==> src/rtl/clk_div_pkg.sv <==
// clk_div_pkg: LCD panel IDs, pixel-ratio codes and the ID-to-ratio decoder shared by clk_div_multi.
package clk_div_pkg;
  localparam logic [15:0] ID_4342 = 16'h4342;
  localparam logic [15:0] ID_7084 = 16'h7084;
  localparam logic [15:0] ID_7016 = 16'h7016;
  localparam logic [15:0] ID_4384 = 16'h4384;
  localparam logic [15:0] ID_1018 = 16'h1018;
  typedef enum logic [1:0] {DIV1 = 2'd0, DIV2 = 2'd1, DIV4 = 2'd2, DIV_OFF = 2'd3} lcd_div_e;
  function automatic lcd_div_e lcd_ratio(input logic [15:0] id);
    return id == ID_4342 ? DIV4 :
           (id == ID_7084 || id == ID_4384) ? DIV2 :
           (id == ID_7016 || id == ID_1018) ? DIV1 : DIV_OFF;
  endfunction
endpackage

==> src/rtl/clk_div_chan.sv <==
// clk_div_chan: one runtime-programmable 50%-duty divider with rising-edge tick; new half-periods
// take effect only at a wrap (or immediately when halted), so running periods never glitch.
module clk_div_chan #(
  parameter int CNT_W = 22,
  parameter logic [CNT_W-1:0] INIT = '0
) (
  input  logic             clk,
  input  logic             rst,
  input  logic             we,
  input  logic [CNT_W-1:0] val,
  input  logic             align,
  output logic             clk_out,
  output logic             tick
);
  logic [CNT_W-1:0] r_cnt, r_active, r_pending, w_pend_nx;
  logic r_clk, r_tick, w_run, w_wrap, w_stop;
  always_comb begin
    w_pend_nx = we ? val : r_pending;
    w_run     = r_active != '0;
    w_wrap    = w_run && r_cnt == r_active - CNT_W'(1);
    w_stop    = w_pend_nx == '0;
  end
  always_ff @(posedge clk) begin
    if (rst) begin
      r_cnt     <= '0;
      r_active  <= INIT;
      r_pending <= INIT;
      r_clk     <= 1'b0;
      r_tick    <= 1'b0;
    end else begin
      r_pending <= w_pend_nx;
      if (align || !w_run) begin
        r_cnt    <= '0;
        r_clk    <= 1'b0;
        r_tick   <= 1'b0;
        r_active <= w_pend_nx;
      end else if (w_wrap) begin
        // a zero divisor lands here: finish the half-period, then park low instead of toggling
        r_cnt    <= '0;
        r_active <= w_pend_nx;
        r_clk    <= !w_stop && !r_clk;
        r_tick   <= !w_stop && !r_clk;
      end else begin
        r_cnt  <= r_cnt + CNT_W'(1);
        r_tick <= 1'b0;
      end
    end
  end
  assign clk_out = r_clk;
  assign tick    = r_tick;
endmodule

==> src/rtl/clk_div_multi.sv <==
// clk_div_multi: CH programmable clock-enable dividers plus lcd_id-driven pixel-clock prescaler.
// Defining CLK_DIV_ALIGN_EN adds an `align` input that restarts all channels and the prescaler in phase.
module clk_div_multi
  import clk_div_pkg::*;
#(
  parameter int CH = 4,
  parameter int CNT_W = 22,
  parameter logic [CH*CNT_W-1:0] DIV_INIT = '0,
  localparam int SEL_W = $clog2(CH)
) (
  input  logic             clk,
  input  logic             rst,
  input  logic [15:0]      lcd_id,
  input  logic             div_we,
  input  logic [SEL_W-1:0] div_sel,
  input  logic [CNT_W-1:0] div_val,
`ifdef CLK_DIV_ALIGN_EN
  input  logic             align,
`endif
  output logic [CH-1:0]    clk_out,
  output logic [CH-1:0]    tick,
  output logic             lcd_pclk_en,
  output logic [1:0]       lcd_div
);
  logic w_align;
`ifdef CLK_DIV_ALIGN_EN
  assign w_align = align;
`else
  assign w_align = 1'b0;
`endif
  for (genvar i = 0; i < CH; i++) begin : g_ch
    clk_div_chan #(.CNT_W(CNT_W), .INIT(DIV_INIT[i*CNT_W +: CNT_W])) u_chan (
      .clk     (clk),
      .rst     (rst),
      .we      (div_we && div_sel == SEL_W'(i)),
      .val     (div_val),
      .align   (w_align),
      .clk_out (clk_out[i]),
      .tick    (tick[i])
    );
  end
  lcd_div_e w_ratio, r_lcd_div;
  logic [15:0] r_lcd_id;
  logic [1:0] r_psc, w_lim;
  logic w_chg, r_hold;
  always_comb begin
    w_ratio = lcd_ratio(lcd_id);
    w_chg   = lcd_id != r_lcd_id || w_ratio != r_lcd_div || w_align;
    w_lim   = r_lcd_div == DIV4 ? 2'd3 : r_lcd_div == DIV2 ? 2'd1 : 2'd0;
  end
  // r_hold blanks the enable for the one cycle in which a new ratio becomes visible
  always_ff @(posedge clk) begin
    if (rst) begin
      r_lcd_div <= DIV_OFF;
      r_lcd_id  <= '0;
      r_psc     <= '0;
      r_hold    <= 1'b0;
    end else begin
      r_lcd_div <= w_ratio;
      r_lcd_id  <= lcd_id;
      r_hold    <= w_chg;
      r_psc     <= (w_chg || r_psc == w_lim) ? 2'd0 : r_psc + 2'd1;
    end
  end
  assign lcd_div     = r_lcd_div;
  assign lcd_pclk_en = !r_hold && (r_lcd_div == DIV1 || (r_lcd_div != DIV_OFF && r_psc == w_lim));
endmodule

==> config.mk <==
export PLATFORM = sky130hd
export DESIGN_NAME = clk_div_multi
export DESIGN_NICKNAME = d
export VERILOG_FILES = /design/src/rtl/clk_div_pkg.sv /design/src/rtl/clk_div_chan.sv /design/src/rtl/clk_div_multi.sv
export SDC_FILE = /design/constraint.sdc
export NUM_CORES = 1
export LEC_CHECK = 0
export BUFFER_PORTS_ARGS = -buffer_cell sky130_fd_sc_hd__buf_2
export CAP_MARGIN = 0
export CELL_PAD_IN_SITES_DETAIL_PLACEMENT = 1
export CELL_PAD_IN_SITES_GLOBAL_PLACEMENT = 2
export CORE_MARGIN = 8
export CORE_UTILIZATION = 35
export DETAILED_ROUTE_END_ITERATION = 10
export PLACE_DENSITY_LB_ADDON = 0.3
export SLEW_MARGIN = 10
export SYNTH_ARGS = -nofsm -noshare
export SYNTH_HDL_FRONTEND = slang
export SYNTH_SLANG_ARGS = --single-unit
==> constraint.sdc <==
create_clock -name clk -period 3 [get_ports clk]
set_input_delay 0.15 -clock clk [delete_from_list [all_inputs] [get_ports clk]]
set_output_delay 0.15 -clock clk [all_outputs]
set_load 0.05 [all_outputs]
==> results of run 1 <==
-- kinds of logic after synthesis --
kind of cell / after synthesis / share of synthesized area (%)
flops: 293 / 40.2
buf+inv: 127 / 3.85
fa+ha+maj: 15 / 1.29
xor+xnor: 210 / 12.6
mux: 6 / 0.428
simple gates: 765 / 26.7
compound gates: 305 / 15.0
-- area by class of cell --
type | count | area share (%)
antenna | 1 | 0.0136
clock buffer | 53 | 5.84
clock inverter | 12 | 0.833
inverter | 25 | 0.508
multi-input combinational | 1302 | 46.3
sequential | 293 | 31.8
tap | 539 | 3.65
timing repair buffer | 240 | 11.1
-- final timing paths --
kind	startpoint	end	slack, ns	cells past startpoint
max	g_ch[0].u_chan.r_active[1]	g_ch[0].u_chan.r_cnt[7]	-0.04	13
min	div_sel[0]	g_ch[0].u_chan.r_pending[7]	0.27	5
max reg2reg	g_ch[0].u_chan.r_active[1]	g_ch[0].u_chan.r_cnt[7]	-0.04	13
min reg2reg	r_psc[0]	r_psc[0]	0.47	1
-- state kept, by name, summed over array words and instances (netlist names) --
| register | cells |
|---|---|
| r_psc | 2 |
| r_hold | 1 |
| g_ch.u_chan.r_cnt | 88 |
| r_lcd_id | 16 |
| lcd_div | 2 |
| g_ch.u_chan.clk_out | 4 |
| g_ch.u_chan.r_pending | 88 |
| g_ch.u_chan.r_active | 88 |
| g_ch.u_chan.tick | 4 |
-- per-layer routing --
metal  wire, um  share of wire [%]
met5          0                  0
met4       1030                2.2
met3       1770                3.8
met2      22000                 48
met1      21400                 46
-- synth_stat cells, drive strengths merged, types with 20 or more instances --
cell type,number,area [um2]
nor3,39,205
buf,40,235
inv,25,93.8
nand3,57,285
dfxtp,293,5870
a21oi,102,510
xor2,89,780
o21ai,25,129
and3,20,125
xnor2,121,1060
nand4,34,219
nor4,56,397
nor2,176,668
clkbuf,62,233
o22a,88,771
nand2,231,867
-- per-stage QoR --
step | total power (W) | utilization, % | std cells
after floorplan | 0.00823 | - | 1721
after global placement | 0.0100 | 38.9 | 2338
after detailed placement | 0.0101 | 38.9 | 2338
after CTS | 0.0150 | 43.4 | 2448
after global routing | 0.0162 | 44.4 | 2465
final | 0.0153 | 44.4 | 2465
-- power groups by stage --
stage                     registers (W)  logic, W  clock network (W)
final                           0.00460   0.00621            0.00453
after global routing            0.00465   0.00672            0.00483
after CTS                       0.00459   0.00577            0.00467
after detailed placement        0.00466   0.00548                  0
after global placement          0.00465   0.00535                  0
after floorplan                 0.00457   0.00366                  0
-- worst register-to-register path, cell delays in order, from the launching register on --
cell	delay, ns
sky130_fd_sc_hd__dfxtp_2	0.32
sky130_fd_sc_hd__inv_2	0.07
sky130_fd_sc_hd__ha_4	0.14
sky130_fd_sc_hd__buf_6	0.09
sky130_fd_sc_hd__or4b_4	0.44
sky130_fd_sc_hd__or3_1	0.31
sky130_fd_sc_hd__a22o_1	0.25
sky130_fd_sc_hd__nor3_2	0.17
sky130_fd_sc_hd__o2111ai_2	0.15
sky130_fd_sc_hd__or4_4	0.46
sky130_fd_sc_hd__o21ai_4	0.21
sky130_fd_sc_hd__buf_12	0.15
sky130_fd_sc_hd__clkbuf_16	0.15
sky130_fd_sc_hd__nor2_1	0.04
-- what timing repair did --
item / 4_1_cts / 5_1_grt
pin swaps: 18 / 44
endpoints found under the setup margin: 122 / 182
hold endpoints to repair: 95 / 0
buffers inserted: 5 / 10
cloned: 2 / 8
hold buffers: 38 / 0
resized for setup: 35 / 53
==> metrics.md, run 1 <==
| Metric | Value |
|---|---|
| Gr busiest metal | `met2` |
| Die extent in x | `220 um` |
| Worst setup SP type | `flop` |
| Most common cell after layout, fill and taps aside | `sky130_fd_sc_hd__dfxtp_1` |
| Crit. End Element | `flop` |
| Number of setup violations in the final report | `33` |
| Total power divided by cell area | `830 nW/um2` |
| Io pins | `54` |
| Height of the chip | `220 um` |
| Global-route met1 utilization | `23.5%` |
| Final clock skew | `0.0229 ns` |
| Crit-path cells | `inv_2, ha_4, buf_6, or4b_4, or3_1, a22o_1, nor3_2, o2111ai_2, or4_4, o21ai_4, buf_12, clkbuf_16, nor2_1` |
| Most instantiated flip-flop cell in the synthesis netlist | `sky130_fd_sc_hd__dfxtp_1` |
| Number of flops mapped to enable cells by yosys | `0` |
| Maximum number of pins on one net before global-route repair | `75` |
| Clock power frac | `29.5%` |
| Initial DRC count | `668` |
| Row cnt | `75` |
| Clock transition at the register clock pins on the worst setup and hold paths after CTS | `0.06 ns` |
| Average instance area after synthesis | `8.49 um2` |
| Ys async rst share | `0%` |
| Minimum clock period after layout | `3.04 ns` |
| Antenna violations before repair | `1` |
| Maximum cell stage delay along the critical path | `0.46 ns` |
| Crit-path leading delay family | `simple AND/OR/NAND/NOR gates` |
| Data required time of the worst path | `3.44 ns` |
| Arrival time at the worst endpoint | `3.49 ns` |
| Total net switching power | `0.00534 W` |
| Total routing usage reported by global routing | `18.6%` |
| Htree depth | `2` |
| Wirelength, routed | `46200 um` |
| Slowest cell on the critical path | `sky130_fd_sc_hd__or4_4` |
| Static leakage power | `7.42 nW` |
| Peak ir drop on the vdd network | `0.368 mV` |
| Port-buffer cells | `53` |
| Max FO, Critical Path | `5` |
| Via-to-Cell Ratio | `5.32` |
| First drt pass iteration count | `5` |
| Internal portion of total power | `0.00999 W` |
| Starting density of the core | `35.1%` |
| Class of the most critical hold timing path | `input pin to flop` |
| Bufs and invs on worst path | `4` |
| Layout filler cell count | `4784` |
| Proportion of layout cells with a drive suffix above 1 | `18.5%` |
| Highest-count cells in the layout ignoring fill and taps | `286 x sky130_fd_sc_hd__dfxtp_1, 231 x sky130_fd_sc_hd__nand2_1, 159 x sky130_fd_sc_hd__nor2_1` |
| Detail-routed net length per standard cell | `18.7 um` |
| Estimated wirelength of the detail-placed design | `33000 um` |
| Number of antenna-violating nets in the routed design | `0` |
| Number of synthesized register bits | `293` |
| CTS Root Buffer Type | `sky130_fd_sc_hd__clkbuf_16` |
| Worst-case headroom to the max-slew limit | `44.4%` |
| Number of maximum-capacitance constraint violations | `0` |
| Vias after detailed routing | `13100` |
| WHS | `0.266 ns` |
| Number of failing hold endpoints at the final stage | `0` |
| Distinct cell type count after synthesis | `82` |
| Clock buffer count from CTS | `37` |
| Placed instance area | `16200 um2` |
| Number of max-slew violations in the final report | `0` |
| Area of the multi-input gates | `8550 um2` |
| Fraction of met3 tracks used by global routing | `3.70%` |
| Violations in the final reports | `setup timing` |
| Yosys Warn Count | `0` |
| Number of instances in the synthesized netlist | `1721` |
| Final cycle utilization of the critical path | `101%` |
| Global-route wire length before repair | `73000 um` |
| Final design instance area without fill | `18500 um2` |
| GP Congestion | `0.838` |
| Switching share of total power | `34.8%` |
| Fin worst setup slack | `-0.0415 ns` |
| Flop pwr share | `30.0%` |
| Transition time of the tightest slew-check pin | `0.832 ns` |
| Number of remaining DRC errors | `0` |
| Net total in the final layout | `1957` |
| Portion of total power attributed to combinational logic | `40.5%` |
| GRT met2 Usage | `31.9%` |
| Proportion of synthesized chip area in sequential cells | `40.2%` |
| Insertion delay of the later-clocked pin in the worst-skew pair | `0.55 ns` |
| Congestion Overflow GR | `0` |
| Total die area | `48500 um2` |
| Max Freq | `329 MHz` |
| Accumulated negative setup slack | `-0.693 ns` |
| Status | `complete, but fails checks` |
| Cell area after technology mapping | `14600 um2` |
| CP Class | `flop to flop` |
| Sequential cell area | `5870 um2` |
| Syn_nets | `1779` |
| Clock sink count | `293` |
| RSZ-0062 raised after global routing | `true` |
| Placement Setup Slack | `-0.359 ns` |
| Area of the placeable core | `41600 um2` |
| Buffer depth of the longest clock path | `3` |
| CTS tree | `built` |
| Area growth from synthesis to layout | `26.4%` |
| Via count of the first global-routing pass | `13500` |
No activity file was read; power rests on OpenSTA's default activity.
==> run 2, diff against run 1 <==
- CORE_ASPECT_RATIO: not set -> 0.9
- CORE_MARGIN: 8 -> not set
==> metrics.md, run 2 (same netlist as run 1, synthesis figures left out) <==
| Metric | Value |
|---|---|
| Most repeated library cell on the critical path | `sky130_fd_sc_hd__buf_6` |
| Data required time of the worst path | `3.41 ns (-0.03 ns)` |
| Global-route met1 utilization | `29.8% (+6.2 points)` |
| Crit-path cells | `inv_2, ha_4, buf_6, nor4b_4, nand2_1, buf_6, nor4_4, a21oi_2, buf_4, nand3b_1, or4_4, o21ai_4, buf_6, buf_12, nor2_2` |
| Max FO, Critical Path | `6 (+1)` |
| Crit-path leading delay family | `simple AND/OR/NAND/NOR gates` |
| Fin worst setup slack | `-0.116 ns (-0.0743 ns)` |
| Fraction of met3 tracks used by global routing | `2.65% (-1.1 points)` |
| Proportion of layout cells with a drive suffix above 1 | `19.3% (+0.80 points)` |
| Portion of total power attributed to combinational logic | `41.5% (+1.0 points)` |
| Global-route wire length before repair | `73900 um (+1.2%)` |
| Area of the placeable core | `40900 um2 (-1.6%)` |
| Buffer depth of the longest clock path | `3 (unchanged)` |
| Clock transition at the register clock pins on the worst setup and hold paths after CTS | `0.06 ns (about the same)` |
| Violations in the final reports | `setup timing` |
| Flop pwr share | `29.5% (-0.5 points)` |
| Worst-case headroom to the max-slew limit | `42.4% (-1.9 points)` |
| Via-to-Cell Ratio | `5.35 (+0.66%)` |
| Minimum clock period after layout | `3.12 ns (+0.0743 ns)` |
| Estimated wirelength of the detail-placed design | `33100 um (+0.29%)` |
| Port-buffer cells | `53 (unchanged)` |
| CP Class | `flop to flop` |
| Number of antenna-violating nets in the routed design | `0 (unchanged)` |
| Gr busiest metal | `met2` |
| Starting density of the core | `35.7% (+0.57 points)` |
| Htree depth | `2 (unchanged)` |
| Vias after detailed routing | `13200 (+0.70%)` |
| Slowest cell on the critical path | `sky130_fd_sc_hd__or4_4` |
| Area growth from synthesis to layout | `26.9%` |
| Post-layout util | `45.3% (+0.90 points)` |
| Number of remaining DRC errors | `0 (unchanged)` |
| Max Freq | `321 MHz (-2.4%)` |
| Clock sink count | `293 (unchanged)` |
| Number of max-slew violations in the final report | `0 (unchanged)` |
| First drt pass iteration count | `5 (unchanged)` |
| CTS tree | `built` |
| Wirelength, routed | `46900 um (+1.7%)` |
| Number of maximum-capacitance constraint violations | `0 (unchanged)` |
| CTS Root Buffer Type | `sky130_fd_sc_hd__clkbuf_16` |
| Bufs and invs on worst path | `6 (+2)` |
| Initial DRC count | `635 (-4.9%)` |
| Row cnt | `70 (-6.7%)` |
| Class of the most critical hold timing path | `input pin to flop` |
| WHS | `0.0266 ns (-0.239 ns)` |
| Io pins | `54 (unchanged)` |
| Static leakage power | `7.43 nW (+0.15%)` |
| Number of failing hold endpoints at the final stage | `0 (unchanged)` |
| Final cycle utilization of the critical path | `104% (+2.5 points)` |
| Die extent in x | `217 um (-1.3%)` |
| Highest-count cells in the layout ignoring fill and taps | `286 x sky130_fd_sc_hd__dfxtp_1, 231 x sky130_fd_sc_hd__nand2_1, 150 x sky130_fd_sc_hd__nor2_1` |
| GP Congestion | `0.894 (+6.7%)` |
| Biggest registers after layout | `g_ch.u_chan.r_active (88), g_ch.u_chan.r_cnt (88), g_ch.u_chan.r_pending (88)` |
| GRT met2 Usage | `35.5% (+3.6 points)` |
| Final clock skew | `0.0174 ns (-0.00551 ns)` |
| Transition time of the tightest slew-check pin | `0.861 ns (+0.0289 ns)` |
| Congestion Overflow GR | `0 (unchanged)` |
| Insertion delay of the later-clocked pin in the worst-skew pair | `0.52 ns (-0.03 ns)` |
| Worst setup SP type | `flop` |
| Arrival time at the worst endpoint | `3.53 ns (+0.04 ns)` |
| Total die area | `42500 um2 (-12%)` |
| Internal portion of total power | `0.0102 W (+1.7%)` |
| Clock buffer count from CTS | `34 (-8.1%)` |
| Total power divided by cell area | `840 nW/um2 (+1.2%)` |
| Antenna violations before repair | `3 (+2)` |
| Number of setup violations in the final report | `33 (unchanged)` |
| Maximum number of pins on one net before global-route repair | `47 (-37%)` |
| Peak ir drop on the vdd network | `0.494 mV (+34%)` |
| Height of the chip | `196 um (-11%)` |
| Detail-routed net length per standard cell | `19.0 um (+1.6%)` |
| RSZ-0062 raised after global routing | `true` |
| Via count of the first global-routing pass | `13500 (+0.49%)` |
| Maximum cell stage delay along the critical path | `0.57 ns (+0.11 ns)` |
| Status | `complete, but fails checks` |
| Clock power frac | `29.0% (-0.5 points)` |
| Most common cell after layout, fill and taps aside | `sky130_fd_sc_hd__dfxtp_1` |
| Net total in the final layout | `1957 (unchanged)` |
| Total net switching power | `0.00541 W (+1.3%)` |
| Placement Setup Slack | `-0.376 ns (-0.0172 ns)` |
| Switching share of total power | `34.7% (-0.11 points)` |
| Crit. End Element | `flop` |
| Total routing usage reported by global routing | `21.5% (+2.9 points)` |
==> run 2: changes by cell type in the layout (fill, tap and decap cells not counted), moves of 4 or more <==
| cell | change |
|---|---|
| sky130_fd_sc_hd__nor2_1 | -9 |
| sky130_fd_sc_hd__dlygate4sd3_1 | -7 |
| sky130_fd_sc_hd__nor4_4 | +4 |
| sky130_fd_sc_hd__nor2_4 | +9 |
| sky130_fd_sc_hd__buf_4 | +7 |
| sky130_fd_sc_hd__clkbuf_16 | -5 |
| sky130_fd_sc_hd__buf_6 | +4 |
| sky130_fd_sc_hd__bufinv_16 | +4 |
==> run 2: routing by layer <==
metal	up-vias	routed length [um]
met1	6507	22800
met2	196	21600
met3	67	1520
met5	-	0
li1	6430	-
met4	0	989
==> run 2: repair_timing <==
action | 4_1_cts | 5_1_grt
resized for setup | 42 | 82
cloned | 4 | 8
hold buffers | 31 | 0
buffers inserted | 9 | 8
endpoints found under the setup margin | 115 | 162
endpoints found under the hold margin | 36 | 0
pin swaps | 19 | 48
==> run 2: area by class of cell <==
cell class,instances,area (um2)
Tap cell,540,676
Fill cell,4761,22400
Antenna cell,3,7.51
Inverter,25,93.8
Timing Repair Buffer,241,2000
Clock buffer,47,961
Sequential cell,293,5870
Clock inverter,13,246
Multi-Input combinational cell,1304,8670
==> run 2: stage by stage <==
| step | power [W] | TNS [ns] | area (um2) | instances |
|---|---|---|---|---|
| 2_1_floorplan | 0.00823 | 0 | 14600 | 1721 |
| 3_3_place_gp | 0.00998 | -16.39 | 16200 | 2345 |
| 3_5_place_dp | 0.0101 | -23.51 | 16200 | 2345 |
| 4_1_cts | 0.0151 | -1.08 | 18000 | 2448 |
| 5_1_grt | 0.0164 | -7.08 | 18500 | 2466 |
| 6_report | 0.0156 | -2.52 | 18500 | 2466 |
==> run 2: worst paths after layout <==
kind | start | to | slack [ns] | cells past startpoint
max | g_ch[0].u_chan.r_active[1] | g_ch[0].u_chan.r_cnt[2] | -0.12 | 15
min | div_val[12] | g_ch[3].u_chan.r_pending[12] | 0.03 | 3
max reg2reg | g_ch[0].u_chan.r_active[1] | g_ch[0].u_chan.r_cnt[2] | -0.12 | 15
min reg2reg | g_ch[1].u_chan.r_pending[14] | g_ch[1].u_chan.r_pending[14] | 0.48 | 2
==> run 2: worst register-to-register path, delay by kind of cell (launching register included) <==
family                     cells  cell delay, ns
and+or+nand+nor                6            1.54
buffers and inverters          6            0.76
DFF                            1            0.32
AOI/OAI and AO/OA              2            0.23
adders and majority gates      1            0.15
==> run 2: power by group through the flow <==
stage / combinational, W / clock (W) / sequential [W]
floorplan: 0.00366 / 0 / 0.00457
global placement: 0.00534 / 0 / 0.00464
detailed placement: 0.00547 / 0 / 0.00465
CTS: 0.00590 / 0.00463 / 0.00458
global route: 0.00699 / 0.00478 / 0.00464
finish: 0.00647 / 0.00452 / 0.00459
